[src/rtl/i2s_audio_rx.sv]
// -----------------------------------------------------------------------------
// i2s_audio_rx
//
// I2S receiver. This block deserializes an oversampled I2S stream into one
// left/right pair of parallel samples per frame. The i2s_* inputs are
// asynchronous to `clock`. Each one passes through a 2-FF synchronizer, and
// SCLK rising edges are then detected in the clock domain. Each channel
// captures WIDTH bits, MSB first, left-justified in the slot. The first bit
// after every LRCK change is the I2S delay slot and is discarded.
//
// Optional build macro:
//   I2S_RX_FRAME_CHECK_EN - builds a per-slot SCLK counter. A slot length
//                           other than SLOT sets the sticky frame_error.
//                           When the macro is undefined, frame_error is tied 0.
//
// Ports:
//   clock        in   block clock, >= 4x i2s_sclk
//   reset        in   synchronous, active-high
//   i2s_sclk     in   serial bit clock (async), data sampled on its rise
//   i2s_lrck     in   word select (async), 0 = left, 1 = right
//   i2s_sdata    in   serial data (async)
//   sample_left  out  last complete left word (two's complement)
//   sample_right out  last complete right word (two's complement)
//   sample_valid out  one-cycle pulse when a new pair is presented
//   frame_error  out  sticky slot-length error (frame-check build only)
// -----------------------------------------------------------------------------
module i2s_audio_rx #(
  parameter int WIDTH = 16,
  parameter int SLOT  = 32
) (
  input  logic             clock,
  input  logic             reset,
  input  logic             i2s_sclk,
  input  logic             i2s_lrck,
  input  logic             i2s_sdata,
  output logic [WIDTH-1:0] sample_left,
  output logic [WIDTH-1:0] sample_right,
  output logic             sample_valid,
  output logic             frame_error
);

  localparam int                IDX_W    = $clog2(WIDTH + 1);
  localparam logic [IDX_W-1:0] IDX_FULL = IDX_W'(WIDTH);
  localparam logic [IDX_W-1:0] IDX_LAST = IDX_W'(WIDTH - 1);

  typedef enum logic {
    CH_LEFT  = 1'b0,
    CH_RIGHT = 1'b1
  } chan_t;

  // ---------------------------------------------------------------------------
  // Input synchronizers and SCLK edge detect
  // ---------------------------------------------------------------------------
  logic sclk_m, sclk_s, sclk_d;
  logic lrck_m, lrck_s;
  logic sdata_m, sdata_s;

  // NOTE: every flop is written with <=, so all of them sample the values
  // from before the edge. This is what makes the back-to-back chain below a
  // real 2-stage synchronizer and not a single wire.
  always_ff @(posedge clock) begin
    if (reset) begin
      sclk_m  <= 1'b0;
      sclk_s  <= 1'b0;
      sclk_d  <= 1'b0;
      lrck_m  <= 1'b0;
      lrck_s  <= 1'b0;
      sdata_m <= 1'b0;
      sdata_s <= 1'b0;
    end else begin
      sclk_m  <= i2s_sclk;
      sclk_s  <= sclk_m;
      sclk_d  <= sclk_s;
      lrck_m  <= i2s_lrck;
      lrck_s  <= lrck_m;
      sdata_m <= i2s_sdata;
      sdata_s <= sdata_m;
    end
  end

  logic rise;
  logic ws_prev;
  logic ws_change;

  assign rise      = sclk_s & ~sclk_d;
  assign ws_change = (lrck_s != ws_prev);

  // ---------------------------------------------------------------------------
  // Bit capture
  // ---------------------------------------------------------------------------
  logic [WIDTH-1:0] shift;
  logic [IDX_W-1:0] bit_idx;
  chan_t            chan;
  logic             word_done;   // shift holds a completed word this cycle

  always_ff @(posedge clock) begin
    if (reset) begin
      ws_prev   <= 1'b0;
      shift     <= '0;
      bit_idx   <= '0;
      chan      <= CH_LEFT;
      word_done <= 1'b0;
    end else begin
      word_done <= 1'b0;
      if (rise) begin
        ws_prev <= lrck_s;
        if (ws_change) begin
          // This bit is the delay slot (or the previous word's LSB). Any
          // partial word in progress is abandoned.
          bit_idx <= '0;
          chan    <= chan_t'(lrck_s);
        end else if (bit_idx < IDX_FULL) begin
          shift     <= {shift[WIDTH-2:0], sdata_s};
          bit_idx   <= bit_idx + 1'b1;
          word_done <= (bit_idx == IDX_LAST);
        end
        // Otherwise the bit is slot padding; bit_idx stays saturated at WIDTH.
      end
    end
  end

  // ---------------------------------------------------------------------------
  // Word pairing and output register
  // ---------------------------------------------------------------------------
  logic [WIDTH-1:0] left_hold;
  logic             have_left;

  always_ff @(posedge clock) begin
    if (reset) begin
      left_hold    <= '0;
      have_left    <= 1'b0;
      sample_left  <= '0;
      sample_right <= '0;
      sample_valid <= 1'b0;
    end else begin
      sample_valid <= 1'b0;
      // SCLK rises are at least 4 clocks apart, so chan cannot change
      // between the rise that completed the word and this cycle.
      if (word_done) begin
        if (chan == CH_LEFT) begin
          left_hold <= shift;
          have_left <= 1'b1;
        end else if (have_left) begin
          sample_left  <= left_hold;
          sample_right <= shift;
          sample_valid <= 1'b1;
          have_left    <= 1'b0;
        end
        // A right word with no left word pending is dropped. This happens
        // at startup or after a left word was lost.
      end
    end
  end

  // ---------------------------------------------------------------------------
  // Optional slot-length check
  // ---------------------------------------------------------------------------
`ifdef I2S_RX_FRAME_CHECK_EN
  localparam int               CNT_W    = $clog2(SLOT + 1) + 1;
  localparam logic [CNT_W-1:0] CNT_SLOT = CNT_W'(SLOT);

  logic [CNT_W-1:0] slot_cnt;
  logic             seen_ws;   // the first LRCK change after reset ends a slot of unknown length

  always_ff @(posedge clock) begin
    if (reset) begin
      slot_cnt    <= '0;
      seen_ws     <= 1'b0;
      frame_error <= 1'b0;
    end else if (rise) begin
      if (ws_change) begin
        slot_cnt <= CNT_W'(1);
        seen_ws  <= 1'b1;
        if (seen_ws && (slot_cnt != CNT_SLOT)) begin
          frame_error <= 1'b1;
        end
      end else if (slot_cnt != '1) begin
        slot_cnt <= slot_cnt + 1'b1;
      end
    end
  end
`else
  assign frame_error = 1'b0;
`endif

endmodule
[config.mk]
export PLATFORM = sky130hd
export DESIGN_NAME = i2s_audio_rx
export DESIGN_NICKNAME = d
export VERILOG_FILES = /design/src/rtl/i2s_audio_rx.sv
export SDC_FILE = /design/constraint.sdc
export NUM_CORES = 1
export LEC_CHECK = 0
export ABC_AREA = 0
export BUFFER_PORTS_ARGS = -buffer_cell sky130_fd_sc_hd__buf_2
export CORE_MARGIN = 4
export CORE_UTILIZATION = 50
export DETAILED_ROUTE_END_ITERATION = 8
export GPL_ROUTABILITY_DRIVEN = 1
export PLACE_DENSITY = 0.73
export SLEW_MARGIN = 25
export SYNTH_ARGS = -nofsm -noshare
export SYNTH_HDL_FRONTEND = slang
export SYNTH_SLANG_ARGS = --single-unit
[constraint.sdc]
create_clock -name clock -period 1.8 [get_ports clock]
set_input_delay 0.27 -clock clock [delete_from_list [all_inputs] [get_ports clock]]
set_output_delay 0.27 -clock clock [all_outputs]
set_load 0.02 [all_outputs]
==> results.md <==
- Vias: about 2400
- Buf+Inv Stages, Crit Path: 1
- Dpl hpwl: 3740 um
- Core area: ~5600 um^2
- Mean Syn Cell Area: 8.27 um^2
- Vias in the first global route: ~2100
- Antenna Cells: 0
- Final wirelength: around 5800 um
- Die W: approximately 84 um
- Clock Tree Root: clkbuf_8
- Min Tclk post-route: around 1500 ps
- # hold bufs at CTS: 0
- Final WS setup: between 200 and 300 ps
- Via density: 5.19
- ANT nets after route: 0
- CP required: roughly 2100 ps
- Initial DRT Pass Iterations: 5
- Startpoint Class: register
- DR WL/cell: ~13 um
- Crit-path cells: xnor2_1 > buf_4 > nand3_1 > a21oi_1
- Syn_nets: 360
- IO Pins: 39
- Kind of cell adding the most delay to the critical path: XOR/XNOR gates
- Synth area leader: dfxtp_1
- CTS tree: done
- Final Hold Fails: 0
- Area grow syn2layout: 14.9%
- H-tree levels: 3
- DRC Markers: 0
- RSZ-0062 raised after global routing: no
- Setup tns final: 0 ps
- Setup Crit Path Kind: reg -> reg
- Largest net degree at the start of global routing: 54
- FP Rows: 27
- Post-CTS Setup Bufs: 0
- Max incr delay on CP: 520 ps
- Sequential area share after synthesis: 0.556
- Fin crit share: 0.859
- CP arrival: approximately 1800 ps
- Clk Latency, worst-skew pair: about 350 ps
- # setup viols final: 0
- Post-CTS Resized: 0
- Net Switching: 0.682 mW
- First-pass GRT wire length: approximately 9800 um
- Post-Place Setup Slack: between 300 and 400 ps
- Post-synth cell types: 31
- Port bufs: 37
- Share of cells above drive strength 1: 0.163
- Antenna violations before repair: 0
- Nets: between 300 and 400
- Worst slew pin tran: roughly 630 ps
- Clk pwr share: 0.414
- Die height: ~84 um
- Die Area: 7120 um^2
- Dominant synthesized flop cell: dfxtp_1
- Clock-pin transition on the worst setup and hold timing paths: 80 ps
- Outcome: finished clean
- Hold Crit Class: in -> reg
- Post-Synthesis Cells: approximately 350
- Post-Syn Area: 2920 um^2
- Max VDD drop: slightly below 0.0009 V
- Top cell type's share of synthesized area: 0.556
- CP max FO: 16
- Leakage: 1.25 nW
- Num Clock Sinks: between 80 and 90
- Synth Register Bits: approximately 80
- Sequential share of power: 0.562
- DR iter-0 viols: between 150 and 200
- Internal power: 2.53 mW
- Starting Density: 0.524
- Post-synth EDFFs: 0
- Fmax: 647 MHz
- Total GRT Usage: 0.169
- Critical path's slowest cell: xnor2_1
- Top cells by area, synth: dfxtp_1 (56%), nand2_1 (13%), a21oi_1 (11%)
- Slew HR: 0.578
- Clk_skew: roughly 9.3 ps
- Async S/R FF share, synth: 0
- CTS max path bufs: 2
- Final GP Congestion: roughly 0.79
- Worst setup EP type: register
- Part of the power in combinational logic: 0.024
- Num CTS Buffers: 9
- Max_cap viols: 0
- Grt ovf: 0
- Yosys Warn Count: 0
- Pwr/cell area: ~960 nW/um^2
- Sw Share: 0.212
- Final Max Slew Viols: 0
-- cell type report --
type / count / area, um^2
timing repair buffer: 45 / 258
tap: 72 / 90.1
fill: 505 / 2220
clock inverter: 5 / 53.8
sequential: 81 / 1620
multi-input combinational: 241 / 1170
clock buffer: 11 / 151
inverter: 3 / 11.3
-- layout by cell type, fill, tap and decap left out --
cell type,netlist,layout
a211oi_1,1,1
a21oi_1,66,66
a31oi_1,2,2
and3_1,2,2
and4_1,1,1
buf_12,0,1
buf_2,6,37
buf_4,1,7
bufinv_16,0,1
clkbuf_8,0,11
clkinv_2,0,3
clkinv_4,0,1
conb_1,1,1
dfxtp_1,81,81
ha_1,2,2
inv_1,3,3
mux2i_1,1,1
nand2_1,100,100
nand2b_1,3,3
nand3_1,19,19
nand4_1,1,1
nand4b_1,2,2
nor2_1,3,3
nor2b_1,8,8
nor3b_1,1,1
nor3b_2,1,1
o211a_1,1,1
o21ai_0,18,18
o21ai_1,3,3
or3b_1,1,1
or4_1,2,2
xnor2_1,1,1
xor2_2,1,1
-- cell families after synthesis --
group           share of synthesized area
other cells                       0.00128
flops                               0.556
buf+inv                            0.0441
mux                               0.00343
fa+ha+maj                         0.00857
compound gates                      0.159
xor+xnor                          0.00857
simple gates                        0.219
-- metal layers --
layer | track usage | wire length (um) | vias to the layer above
met5 | 0 | 0 | -
met4 | 0.0734 | 89 | 0
met3 | 0.0579 | 268 | 8
met2 | 0.249 | 2670 | 50
met1 | 0.227 | 2770 | 1092
li1 | - | - | 1227
-- power by group through the flow --
stage	Combinational (mW)	Sequential (mW)	Clock (mW)
after CTS	0.0766	1.81	1.36
after global routing	0.0853	1.81	1.45
after detailed placement	0.0764	1.85	0
final	0.0761	1.81	1.33
after global placement	0.0765	1.85	0
after floorplan	0.0596	1.85	0
-- sequential cells by signal, summed over array words and instances (netlist names), 5 cells and up --
register	cells
bit_idx	5
left_hold	16
sample_left	16
sample_right	16
shift	16
-- synthesized netlist by cell type, types with 2 or more instances --
cell,number
nand2b_1,3
clkbuf_1,18
buf_2,6
a21oi_1,66
nand3_1,19
dfxtp_1,81
and3_1,2
o21ai_0,18
nor2_1,3
nand2_1,100
o21ai_1,3
nor2b_1,8
a31oi_1,2
buf_1,2
nand4b_1,2
inv_1,3
ha_1,2
or4_1,2
-- through the flow --
stage	instances	hold slack [ps]	total power, mW	area, um^2	util
after floorplan	353	398	1.91	2920	-
after global placement	442	418	1.92	3150	0.565
after detailed placement	442	428	1.92	3150	0.565
after CTS	458	126	3.25	3350	0.602
after global routing	458	144	3.34	3350	0.602
final	458	141	3.21	3350	0.602
-- path summary, 6_finish.rpt --
check             slack [ps]                 endpoint  cells past startpoint              start
hold reg to reg          440        lrck_s$_SDFF_PP0_                      1  lrck_m$_SDFF_PP0_
hold / removal           140  bit_idx[2]$_SDFFE_PP0P_                      2              reset
setup reg to reg         250    shift[8]$_SDFFE_PP0P_                      4  lrck_s$_SDFF_PP0_
setup / recovery         250    shift[8]$_SDFFE_PP0P_                      4  lrck_s$_SDFF_PP0_
Note: power is estimated with default switching activity, not from simulation.
